==> config.mk <==
export PLATFORM = sky130hd
export DESIGN_NAME = pb_debouncer_flat
export DESIGN_NICKNAME = d
export VERILOG_FILES = /design/src/rtl/pb_pkg.sv /design/src/rtl/pb_debouncer_if.sv /design/src/rtl/sync_2ff.sv /design/src/rtl/pb_debouncer.sv /design/src/flat_wrapper.sv
export SDC_FILE = /design/constraint.sdc
export NUM_CORES = 1
export LEC_CHECK = 0
export CAP_MARGIN = 20
export CORE_ASPECT_RATIO = 0.75
export CORE_MARGIN = 10
export CORE_UTILIZATION = 51
export DETAILED_ROUTE_END_ITERATION = 7
export PLACE_DENSITY_LB_ADDON = 0.25
export SETUP_SLACK_MARGIN = 0.5
export SKIP_LAST_GASP = 1
export SLEW_MARGIN = 5
export SYNTH_ARGS = -nofsm -noshare
export SYNTH_HDL_FRONTEND = slang
export SYNTH_SLANG_ARGS = --single-unit
==> constraint.sdc <==
create_clock -name clk -period 1.8 [get_ports clk]
set_clock_uncertainty 0.1 [all_clocks]
set_input_delay 0.18 -clock clk [delete_from_list [all_inputs] [get_ports clk]]
set_output_delay 0.18 -clock clk [all_outputs]
set_load 0.01 [all_outputs]
==> src/rtl/pb_pkg.sv <==
// Shared types and constants for the pushbutton front end.
// State encodings and default qualification counts.
package pb_pkg;

    typedef enum logic [1:0] {
        S_LOW      = 2'b00,
        S_CHK_HIGH = 2'b01,
        S_HIGH     = 2'b10,
        S_CHK_LOW  = 2'b11
    } pb_state_t;

    localparam int STABLE_SIM   = 16;
    // 10 ms at 100 MHz; fits the default 20-bit counter
    localparam int STABLE_BOARD = 1_000_000;

endpackage

==> src/rtl/pb_debouncer_if.sv <==
// Button-side bundle: raw level in, clean level and strobes out.
// The debouncer takes the slave view; the driver of pb_raw takes master.
interface pb_debouncer_if;

    logic pb_raw;
    logic pb_clean;
    logic pb_rise;
    logic pb_fall;
    logic busy;

    modport master (
        output pb_raw,
        input  pb_clean,
        input  pb_rise,
        input  pb_fall,
        input  busy
    );

    modport slave (
        input  pb_raw,
        output pb_clean,
        output pb_rise,
        output pb_fall,
        output busy
    );

endinterface

==> src/rtl/sync_2ff.sv <==
// 1-bit two-flop synchroniser, async reset to 0.
// Shared by all lab buttons and switches.
module sync_2ff (
    input  logic clk,
    input  logic rst,
    input  logic d,
    output logic q
);

    logic s1;

    always_ff @(posedge clk or posedge rst) begin
        if (rst) begin
            s1 <= 1'b0;
            q  <= 1'b0;
        end else begin
            s1 <= d;
            q  <= s1;
        end
    end

endmodule

==> src/rtl/pb_debouncer.sv <==
// Pushbutton debouncer: 2FF sync followed by a stable-count FSM.
// Clean level, rise/fall strobes and busy are registered from next state.
module pb_debouncer
    import pb_pkg::*;
#(
    parameter int STABLE_CYCLES = 16,
    parameter int CNT_W         = 20
) (
    input  logic           clk,
    input  logic           rst,
    pb_debouncer_if.slave  bus
);

    localparam logic [CNT_W-1:0] CNT_LAST = CNT_W'(STABLE_CYCLES - 1);
    localparam logic [CNT_W-1:0] CNT_ONE  = CNT_W'(1);

    pb_state_t        state;
    pb_state_t        state_nxt;
    logic [CNT_W-1:0] cnt;
    logic [CNT_W-1:0] cnt_nxt;
    logic             pb_sync;
    logic             rise_nxt;
    logic             fall_nxt;

    sync_2ff u_sync (
        .clk (clk),
        .rst (rst),
        .d   (bus.pb_raw),
        .q   (pb_sync)
    );

    always_comb begin
        state_nxt = state;
        cnt_nxt   = '0;
        rise_nxt  = 1'b0;
        fall_nxt  = 1'b0;
        unique case (state)
            S_LOW: begin
                if (pb_sync) begin
                    state_nxt = S_CHK_HIGH;
                    cnt_nxt   = CNT_ONE;
                end
            end
            S_CHK_HIGH: begin
                if (!pb_sync) begin
                    state_nxt = S_LOW;
                end else if (cnt == CNT_LAST) begin
                    state_nxt = S_HIGH;
                    rise_nxt  = 1'b1;
                end else begin
                    cnt_nxt = cnt + CNT_ONE;
                end
            end
            S_HIGH: begin
                if (!pb_sync) begin
                    state_nxt = S_CHK_LOW;
                    cnt_nxt   = CNT_ONE;
                end
            end
            S_CHK_LOW: begin
                if (pb_sync) begin
                    state_nxt = S_HIGH;
                end else if (cnt == CNT_LAST) begin
                    state_nxt = S_LOW;
                    fall_nxt  = 1'b1;
                end else begin
                    cnt_nxt = cnt + CNT_ONE;
                end
            end
        endcase
    end

    always_ff @(posedge clk or posedge rst) begin
        if (rst) begin
            state        <= S_LOW;
            cnt          <= '0;
            bus.pb_clean <= 1'b0;
            bus.pb_rise  <= 1'b0;
            bus.pb_fall  <= 1'b0;
            bus.busy     <= 1'b0;
        end else begin
            state        <= state_nxt;
            cnt          <= cnt_nxt;
            // level tracks the accepted side, so aborts never move it
            bus.pb_clean <= (state_nxt == S_HIGH) ||
                            (state_nxt == S_CHK_LOW);
            bus.busy     <= (state_nxt == S_CHK_HIGH) ||
                            (state_nxt == S_CHK_LOW);
            bus.pb_rise  <= rise_nxt;
            bus.pb_fall  <= fall_nxt;
        end
    end

endmodule

==> src/flat_wrapper.sv <==
// flat-port wrapper written by rule: the top's interface ports become plain ports
module pb_debouncer_flat import pb_pkg::*;
#(
    parameter int STABLE_CYCLES = 16,
    parameter int CNT_W         = 20
)
  (clk, rst, bus_pb_raw, bus_pb_clean, bus_pb_rise, bus_pb_fall, bus_busy);
  pb_debouncer_if bus_i ();
  input  logic clk;
  input  logic rst;
  input wire logic [$bits(bus_i.pb_raw)-1:0] bus_pb_raw;
  output wire logic [$bits(bus_i.pb_clean)-1:0] bus_pb_clean;
  output wire logic [$bits(bus_i.pb_rise)-1:0] bus_pb_rise;
  output wire logic [$bits(bus_i.pb_fall)-1:0] bus_pb_fall;
  output wire logic [$bits(bus_i.busy)-1:0] bus_busy;
  assign bus_i.pb_raw = bus_pb_raw;
  assign bus_pb_clean = bus_i.pb_clean;
  assign bus_pb_rise = bus_i.pb_rise;
  assign bus_pb_fall = bus_i.pb_fall;
  assign bus_busy = bus_i.busy;
  pb_debouncer #(.STABLE_CYCLES(STABLE_CYCLES), .CNT_W(CNT_W)) u_core (.clk(clk), .rst(rst), .bus(bus_i));
endmodule
==> summary.md, run 1 <==
| Metric | Value |
|---|---|
| Max-slew violation count | `0` |
| Tcrit/Tclk final | `102%` |
| Synth Flop Type | `dfrtp_1` |
| Core area | `around 0.0023 sq mm` |
| Worst-Skew Late Latency | `between 0.3 and 0.4 ns` |
| Ranking of synthesized cells by area | `dfrtp_1, xnor2_1, nor2_1, nand3_1, xor2_1` |
| Final setup vio count | `4` |
| Synth Net Count | `~130` |
| Post-layout nets | `around 170` |
| Mapped cell area | `roughly 0.0013 sq mm` |
| Top cells by count, synth | `dfrtp_1, nor2_1, nand3_1, xnor2_1` |
| Power Dens Cells | `roughly 510 mW/mm^2` |
| All-Layer GR Usage | `between 10% and 20%` |
| Area grow syn2layout | `52.5%` |
| Initial antenna violation count | `0` |
| Fill count | `140` |
| Initial Util | `54.2%` |
| Dpl cells | `between 150 and 200` |
| Crit path required time | `1.96 ns` |
| Crit end category | `register` |
| Worst path cell trace | `nor4_1 -> nand4_1 -> or3_4 -> mux2_4` |
| Register area share after synthesis | `a little over half` |
| Reg area | `between 600 and 700 sq um` |
| Vias in the first global route | `about 1100` |
| DP HPWL | `slightly above 2 mm` |
| Post-route setup slack | `-0.0417 ns` |
| CTS clk-pin slew, worst paths | `around 0.16 ns` |
| Tmin final | `1.84 ns` |
| Worst-Margin Slew | `about 0.37 ns` |
| Startpoint Class | `register` |
| Max IR drop VDD | `between 0.4 and 0.5 mV` |
| Achievable Freq | `around 540 MHz` |
| Synth area leader | `dfrtp_1` |
| DR WL/cell | `~19 um` |
| Synth warn | `0` |
| Outcome | `complete, but fails checks` |
| # diodes | `0` |
| Static leakage power | `around 0.80 nW` |
| Number of enable flip-flop cells after synthesis | `0` |
| CTS H-Tree Depth | `1` |
| Die area | `approximately 0.005 sq mm` |
| Final Hold Vio Count | `0` |
| Synth Register Bits | `27` |
| Iteration-0 DRC count of the detailed router | `between 60 and 70` |
| Global-route wire length before repair | `about 5.5 mm` |
| CP top delay family | `simple AND/OR/NAND/NOR gates` |
| # rows | `15` |
| Remaining Overflow, GRT | `0` |
| Post-Layout Cell Count | `203` |
| Critical Path Slowest Stage Cell | `dfrtp_1` |
| Worst-path fanout max | `5` |
| Failing checks | `setup timing` |
| Final WL | `approximately 3.9 mm` |
| Share of post-route cells with drive strength above 1 | `49.7%` |
| Asr flop ratio synth | `100%` |
| Clk sink count | `27` |
| Hold_buf cts | `0` |
| Count leader, synth | `dfrtp_1` |
| Total power | `between 0.0009 and 0.001 W` |
| Post-synthesis cell type count | `27` |
| Max-Cap Viols | `0` |
| Max incr delay on CP | `0.44 ns` |
| # DRC | `0` |
| Layout Utilization | `about 83%` |
| RSZ-0062 raised after global routing | `yes` |
| CTS Root Cell | `clkbuf_4` |
| Worst min-delay path class | `in2async` |
| Num CTS Buffers | `3` |
| Post-synthesis cell count | `between 100 and 150` |
| PortBufs | `6` |
| Via/cell ratio | `around 5.7` |
| CP Class | `reg2reg` |
| Maximum buffer depth of the clock tree | `2` |
| Crit path buffers/inverters | `0` |
| Largest net degree at the start of global routing | `28` |
| Gpl congestion | `around 0.81` |
| Multi-input logic area | `roughly 790 sq um` |
| Final ANT Viol Nets | `0` |
| CTS tree | `done` |
| DR vias | `1154` |
| Die extent in x | `just under 80 um` |
| Max_slew headroom | `between 70% and 80%` |
| IO Pins | `7` |
| Die Y-Extent | `approximately 63 um` |
| CP arrival | `around 2.0 ns` |
| Post-Syn Area per Cell | `10.2 sq um` |
| Area share of the largest cell type after synthesis | `a little over half` |
| Drt pass-1 iters | `4` |
## metrics by stage
stage | area [sq um] | setup TNS [ns] | worst slack, ns | hold WS (ns)
final | 1920 | -0.0890 | -0.0417 | 0.0811
after global routing | 1920 | -0.535 | -0.0965 | 0.103
after CTS | 1720 | -0.0513 | -0.0265 | 0.105
after detailed placement | 1540 | -0.327 | -0.106 | 0.243
after global placement | 1540 | -0.141 | -0.0548 | 0.240
after floorplan | 1290 | 0 | 0.0303 | 0.111
## worst register-to-register path, delay by kind of cell, from the launching register on
| family | cells | cell delay [ns] |
|---|---|---|
| muxes | 1 | 0.32 |
| DFF | 1 | 0.44 |
| and+or+nand+nor | 3 | 0.90 |
## sequential cells by signal, summed over array words and instances (netlist names)
register and cells:
u_core.state 2, u_core.bus.pb_rise 1, u_core.bus.pb_fall 1, u_core.bus.pb_clean 1
u_core.cnt 20, u_core.u_sync.s1 1, u_core.u_sync.q 1
## per-layer routing
metal / routed length (um) / track usage [%]
met4: 150 / 6.82
met2: 1950 / 21.6
met1: 1630 / 17.3
met5: 0 / 0
met3: 181 / 4.25
## cells by family (layout without fill, tap and decap cells)
group                    Yosys count  after routing  share of synthesized area [%]
XOR/XNOR                          15             15                           10.4
buffers and inverters              6             51                           1.88
AO/OA/AOI/OAI                      7              7                           2.98
adder cells (fa/ha/maj)            1              1                          0.992
flip-flops                        27             27                           53.6
AND/OR/NAND/NOR                   65             65                           27.6
multiplexers                       3              3                           2.58
## worst paths after layout
path / from / end / slack [ns] / cells past startpoint
min in group clk: bus_pb_raw / u_core.u_sync.s1 / 0.14 / 1
max in group asynchronous: rst / u_core.cnt[5] / 1.23 / 3
min reg2reg: u_core.u_sync.s1 / u_core.u_sync.q / 0.28 / 0
max reg2reg: u_core.cnt[13] / u_core.state[1] / -0.04 / 4
min: rst / u_core.cnt[15] / 0.08 / 3
max: u_core.cnt[13] / u_core.state[1] / -0.04 / 4
## area by class of cell
class,count,share of cell area (%)
sequential,27,35.4
clock inverter,1,0.390
tap,34,2.21
inverter,4,0.781
multi-input combinational,91,40.9
timing repair buffer,43,19.1
clock buffer,3,1.17
## cells in the final DEF, fill, tap and decap left out, types with 5 or more instances in the layout
cell type   n
buf_4      27
buf_6       8
dfrtp_1    23
nand2_1     5
nand3_1     9
nor2_1      6
nor2_4     11
xnor2_1     9
xor2_1      5
## repair_timing
action,CTS,global route
setup endpoints to repair,28,29
resized for setup,24,51
setup buffers,10,5
pin swaps,6,20
endpoints found under the hold margin,0,0
gates cloned,1,0
## power by group
group / total (W) / internal, W / switching [W]
registers: 0.000621 / 0.000613 / 0.00000726
logic: 0.0000726 / 0.0000304 / 0.0000422
clock network: 0.000285 / 0.0000858 / 0.000199
total: 0.000978 / 0.000729 / 0.000248
No activity file was read; power rests on OpenSTA's default activity.
==> inputs of run 2 (changes only) <==
- HOLD_SLACK_MARGIN: not set -> 0.1
- PLACE_DENSITY_LB_ADDON: 0.25 -> 0.12
==> run 2 against run 1 <==
Compared with the run above:
- the flow still finishes with violations (setup timing)
- clock-buffer cell count increased by 1
- cell count decreased by 3.9%
- core utilization decreased by 5.9 points
- largest power group unchanged
==> summary.md, run 2 (synthesized netlist as in run 1, its figures left out) <==
| Metric | Value |
|---|---|
| Max incr delay on CP | `0.42 ns (-0.02 ns)` |
| Met1 Use GR | `16.3% (-0.97 points)` |
| Via/cell ratio | `5.43 (-4.6%)` |
| CTS H-Tree Depth | `1 (unchanged)` |
| Critical Path Slowest Stage Cell | `dfrtp_1` |
| Max FFs per register | `20 (unchanged)` |
| CTS clk-pin slew, worst paths | `0.14 ns (-0.02 ns)` |
| Final WL | `3.10 mm (-21%)` |
| Layout Utilization | `76.8% (-5.9 points)` |
| CTS Root Cell | `clkbuf_4` |
| DR vias | `1058 (-8.3%)` |
| Power Dens Cells | `531 mW/mm^2 (+4.4%)` |
| # DRC | `0 (unchanged)` |
| Final setup vio count | `8 (+4)` |
| RSZ-0062 raised after global routing | `yes` |
| Failing checks | `setup timing` |
| # diodes | `0 (unchanged)` |
| Initial antenna violation count | `0 (unchanged)` |
| Largest net degree at the start of global routing | `28 (unchanged)` |
| Die extent in x | `77.4 um (unchanged)` |
| Die Y-Extent | `63.1 um (unchanged)` |
| CTS tree | `done` |
| Grt met3 use | `2.97% (-1.3 points)` |
| GR peak layer | `met2` |
| Crit path buffers/inverters | `0 (unchanged)` |
| Total power | `0.000948 W (-3.0%)` |
| Max IR drop VDD | `0.579 mV (+23%)` |
| Final Hold Vio Count | `0 (unchanged)` |
| Startpoint Class | `register` |
| Max_slew headroom | `75.3% (+0.45 points)` |
| Clk sink count | `27 (unchanged)` |
| Crit end category | `register` |
| Core area | `0.00233 sq mm (unchanged)` |
| Share of post-route cells with drive strength above 1 | `34.2% (-16 points)` |
| Die area | `0.00488 sq mm (unchanged)` |
| Max-Cap Viols | `0 (unchanged)` |
| # rows | `15 (unchanged)` |
| Drt pass-1 iters | `4 (unchanged)` |
| Max-slew violation count | `0 (unchanged)` |
| Post-route setup slack | `-0.0981 ns (-0.0564 ns)` |
| Worst min-delay path class | `in2reg` |
| DP HPWL | `1.99 mm (-3.4%)` |
| Worst path cell trace | `nor4_2 -> nand4_1 -> or3_4 -> mux2_1` |
| Crit path required time | `1.93 ns (-0.03 ns)` |
| Post-Layout Cell Count | `195 (-3.9%)` |
| IO Pins | `7 (unchanged)` |
| Most flops, register | `u_core.cnt` |
| Vias in the first global route | `1076 (-2.8%)` |
| Remaining Overflow, GRT | `0 (unchanged)` |
| Tmin final | `1.90 ns (+0.0564 ns)` |
| All-Layer GR Usage | `12.7% (-1.2 points)` |
| Static leakage power | `0.767 nW (-3.6%)` |
| Maximum buffer depth of the clock tree | `2 (unchanged)` |
| Area grow syn2layout | `41.7%` |
| Gpl congestion | `0.790 (-2.7%)` |
| Outcome | `complete, but fails checks` |
| PortBufs | `6 (unchanged)` |
| Final ANT Viol Nets | `0 (unchanged)` |
| Tcrit/Tclk final | `105% (+3.1 points)` |
| Dpl cells | `182 (-0.55%)` |
| Num CTS Buffers | `3 (unchanged)` |
| Top flop regs | `u_core.cnt x20, u_core.state x2` |
| DR WL/cell | `15.9 um (-18%)` |
| Achievable Freq | `527 MHz (-3.0%)` |
| Post-layout nets | `166 (-4.6%)` |
| CP arrival | `2.02 ns (+0.02 ns)` |
| Most common cell after layout, fill and taps aside | `dfrtp_1` |
| Worst-Margin Slew | `0.367 ns (-0.00698 ns)` |
| Initial Util | `54.2% (unchanged)` |
| Worst-Skew Late Latency | `0.33 ns (-0.02 ns)` |
| Worst-path fanout max | `4 (-1)` |
| GRT met2 Usage | `20.9% (-0.63 points)` |
| CP top delay family | `simple AND/OR/NAND/NOR gates` |
| Iteration-0 DRC count of the detailed router | `60 (-12%)` |
| Global-route wire length before repair | `5.15 mm (-6.0%)` |
| Most frequent cells in the layout | `dfrtp_1, buf_4, nor2_1, nand3_1, xnor2_1` |
| CP Class | `reg2reg` |
-- run 2: cell types whose count changed in the layout (fill, tap and decap cells not counted), sizes merged --
cell           previous run  this run
buf                      37        28
clkdlybuf4s15             0         3
clkbuf                    7         5
clkinvlp                  1         0
dlygate4sd3               0         1
-- run 2: per-layer routing --
layer | vias to the layer above | part of all wire (%) | wire length, um
met1 | 528 | 44 | 1380
met3 | 4 | 3.8 | 118
met4 | 0 | 0.87 | 27
met5 | - | 0 | 0
met2 | 18 | 51 | 1580
li1 | 508 | - | -
-- run 2: where the power goes --
| group | total [W] | internal [W] | switching, W |
|---|---|---|---|
| combinational | 0.0000655 | 0.0000306 | 0.0000349 |
| clock | 0.000264 | 0.0000871 | 0.000177 |
| sequential | 0.000619 | 0.000613 | 0.00000618 |
| total | 0.000948 | 0.000731 | 0.000218 |
-- run 2: repair_timing --
| item | CTS | global route |
|---|---|---|
| setup endpoints to repair | 28 | 29 |
| hold buffers | 1 | 0 |
| gates resized for setup | 25 | 13 |
| buffers inserted | 6 | 1 |
| endpoints found under the hold margin | 11 | 0 |
| gates cloned | 1 | 0 |
| pin swaps | 10 | 6 |
-- run 2: area by class of cell --
class	count	area [sq um]
multi-input cells	91	712
flip-flops and latches	27	676
fillers	169	541
repair buffers	35	315
well taps	34	42.5
clock buffers	4	26.3
inverters	4	15.0
-- run 2: worst paths after layout --
kind	start	to	slack [ns]	depth (start not counted)
worst max-delay path	u_core.cnt[7]	u_core.state[1]	-0.1	4
worst min-delay path	bus_pb_raw	u_core.u_sync.s1	0.18	1
worst max register to register	u_core.cnt[7]	u_core.state[1]	-0.1	4
worst min register to register	u_core.u_sync.s1	u_core.u_sync.q	0.27	0
max in group asynchronous	rst	u_core.cnt[6]	0.69	4
min in group asynchronous	rst	u_core.cnt[19]	0.66	4
-- run 2: stage by stage --
step                instance area [sq um]  setup slack (ns)  TNS (ns)  hold slack (ns)
floorplan                            1290            0.0303         0            0.111
global placement                     1540           -0.0294   -0.0587            0.233
detailed placement                   1540           -0.0851    -0.241            0.241
CTS                                  1730           -0.0568    -0.172            0.181
global route                         1790            -0.169     -1.65            0.179
finish                               1790           -0.0981    -0.309            0.183
==> inputs of run 3 (changes only) <==
- CORE_MARGIN: 10 -> not set
==> run 3 against run 2 <==
Compared with the run above:
- cell area increased by 10%
- cell count rose by 7.7%
- die area shrank 45%
- the run still ends with setup timing left
==> summary.md, run 3 (synthesized netlist as in run 1, its figures left out) <==
| Metric | Value |
|---|---|
| Failing checks | `setup timing` |
| Initial antenna violation count | `0 (unchanged)` |
| Clock power frac | `27.9% (about the same)` |
| RSZ-0062 raised after global routing | `yes` |
| Critical Path Slowest Stage Cell | `dfrtp_1` |
| Core area | `0.00233 sq mm (unchanged)` |
| Post-layout nets | `181 (+9.0%)` |
| Combinational Power Share | `8.3% (+1.4 points)` |
| Setup crit start | `u_core.cnt[12]` |
| Via/cell ratio | `5.69 (+4.9%)` |
| Post-Place Cell Area | `0.00152 sq mm (-1.8%)` |
| Gpl congestion | `0.825 (+4.4%)` |
| Max_slew headroom | `76.7% (+1.4 points)` |
| Worst-Skew Late Latency | `0.34 ns (about the same)` |
| DP HPWL | `1.80 mm (-9.6%)` |
| Outcome | `complete, but fails checks` |
| Achievable Freq | `527 MHz (about the same)` |
| Worst Hold Slack | `0.167 ns (-0.0161 ns)` |
| All-Layer GR Usage | `28.3% (+16 points)` |
| Maximum buffer depth of the clock tree | `2 (unchanged)` |
| Sequential share of power | `63.8% (-1.5 points)` |
| DR vias | `1195 (+13%)` |
| Tcrit/Tclk final | `106% (about the same)` |
| Final setup vio count | `9 (+1)` |
| Crit path required time | `1.94 ns (about the same)` |
| CTS clk-pin slew, worst paths | `0.14 ns (about the same)` |
| Initial Util | `54.2% (unchanged)` |
| Top flop regs | `u_core.cnt x20, u_core.state x2` |
| Die area | `0.00268 sq mm (-45%)` |
| Max-Cap Viols | `0 (unchanged)` |
| Multi-input logic area | `754 sq um (+6.0%)` |
| Max incr delay on CP | `0.43 ns (about the same)` |
| Post-route setup slack | `-0.0990 ns (-0.000924 ns)` |
| Max-slew violation count | `0 (unchanged)` |
| IO Pins | `7 (unchanged)` |
| Remaining Overflow, GRT | `0 (unchanged)` |
| Final WL | `4.00 mm (+29%)` |
| Vias in the first global route | `1119 (+4.0%)` |
| Static leakage power | `0.845 nW (+10%)` |
| Startpoint Class | `register` |
| Internal power | `0.000736 W (+0.69%)` |
| Max FFs per register | `20 (unchanged)` |
| Max IR drop VDD | `0.637 mV (+9.9%)` |
| Worst-path fanout max | `5 (+1)` |
| Switching Power | `0.000235 W (+8.1%)` |
| Total power | `0.000971 W (+2.4%)` |
| Worst Hold Depth | `1 (unchanged)` |
| Crit end category | `register` |
| # rows | `15 (unchanged)` |
| Most flops, register | `u_core.cnt` |
| # diodes | `0 (unchanged)` |
| Tmin final | `1.90 ns (+0.000924 ns)` |
| CTS tree | `done` |
| Area grow syn2layout | `56.2%` |
| Hold Crit Start | `bus_pb_raw` |
| Reg-to-Reg Start | `u_core.cnt[12]` |
| Largest net degree at the start of global routing | `28 (unchanged)` |
| CP top delay family | `simple AND/OR/NAND/NOR gates` |
| Num CTS Buffers | `3 (unchanged)` |
| Iteration-0 DRC count of the detailed router | `48 (-20%)` |
| R2r setup slk | `-0.1 ns (about the same)` |
| CP arrival | `2.04 ns (+0.02 ns)` |
| Final instance area | `0.00197 sq mm (+10%)` |
| Global-route wire length before repair | `5.32 mm (+3.3%)` |
| Reg area | `678 sq um (+0.37%)` |
| Final ANT Viol Nets | `0 (unchanged)` |
| Sw Ratio | `24.2% (+1.3 points)` |
| CTS Root Cell | `clkbuf_4` |
| Worst min-delay path class | `in2reg` |
| Share of post-route cells with drive strength above 1 | `43.8% (+9.6 points)` |
| Power Dens Cells | `493 mW/mm^2 (-7.1%)` |
| Worst path cell trace | `nor4_2 -> nand4_1 -> or3_4 -> mux2_1` |
| CP Class | `reg2reg` |
| Most common cell after layout, fill and taps aside | `buf_4` |
| DR WL/cell | `19.1 um (+20%)` |
| Die extent in x | `59.4 um (-23%)` |
| Fill count | `128 (-24%)` |
| Drt pass-1 iters | `4 (unchanged)` |
| # DRC | `0 (unchanged)` |
| PortBufs | `6 (unchanged)` |
| CP Depth | `4 (unchanged)` |
| Final Hold Vio Count | `0 (unchanged)` |
| Most frequent cells in the layout | `buf_4, dfrtp_1, xnor2_1, nand3_1, buf_6` |
| Reg2reg path depth | `4 (unchanged)` |
| Clk sink count | `27 (unchanged)` |
| Die Y-Extent | `45.1 um (-29%)` |
| CTS H-Tree Depth | `1 (unchanged)` |
| Worst-Margin Slew | `0.347 ns (-0.0199 ns)` |
| Crit path buffers/inverters | `0 (unchanged)` |
## run 3: cell types whose count changed in the layout (fill, tap and decap cells not counted), moves of 3 or more
cell    change
buf_4       +9
nor2_1      -6
nor2_2      +3
nor2_4      +3
buf_6       +6
## run 3: final cells by class
cell class	count	area share, %
Clock buffer	4	1.33
Multi-Input combinational cell	91	38.3
Tap cell	34	2.16
Sequential cell	27	34.4
Inverter	4	0.762
Timing Repair Buffer	50	23.0
## run 3: worst paths after layout
kind / endpoint
max in group asynchronous: u_core.cnt[6]
worst min-delay path: u_core.u_sync.s1
min in group asynchronous: u_core.state[1]
worst max-delay path: u_core.state[1]
worst min register to register: u_core.u_sync.q
worst max register to register: u_core.state[1]
## run 3: layer usage
layer | up-vias | wire length, um | GRT usage (%)
li1 | 536 | - | -
met1 | 585 | 1630 | 35.8
met2 | 60 | 1970 | 44.7
met3 | 14 | 261 | 7.45
met4 | 0 | 134 | 15.2
met5 | - | 0 | 0
## run 3: worst reg2reg max path: cells and delay by family, from the launching register on
kind	cells	cell delay, ns
multiplexers	1	0.33
flip-flops	1	0.43
AND/OR/NAND/NOR	3	0.95
## run 3: per-stage QoR
step | std cells | TNS (ns) | setup WS (ns) | utilization [%]
after global placement | 180 | -0.270 | -0.0854 | 65.2
after CTS | 204 | 0 | 0.0159 | 78.0
after global routing | 210 | -0.924 | -0.118 | 84.6
after detailed placement | 180 | -0.161 | -0.0546 | 65.2
after floorplan | 124 | 0 | 0.0303 | -
final | 210 | -0.394 | -0.0990 | 84.6
## run 3: what timing repair did
item,in CTS,in global routing
endpoints found under the hold margin,27,0
pin swaps,15,15
gates cloned,1,0
gates resized for setup,35,27
setup endpoints to repair,28,29
buffers inserted,18,6
hold buffers,1,0
## run 3: power groups by stage
stage | Sequential, W | Clock [W] | Combinational (W)
after floorplan | 0.000630 | 0 | 0.0000244
after global placement | 0.000631 | 0 | 0.0000447
after detailed placement | 0.000631 | 0 | 0.0000439
after CTS | 0.000619 | 0.000270 | 0.0000652
after global routing | 0.000621 | 0.000296 | 0.0000864
final | 0.000619 | 0.000271 | 0.0000807
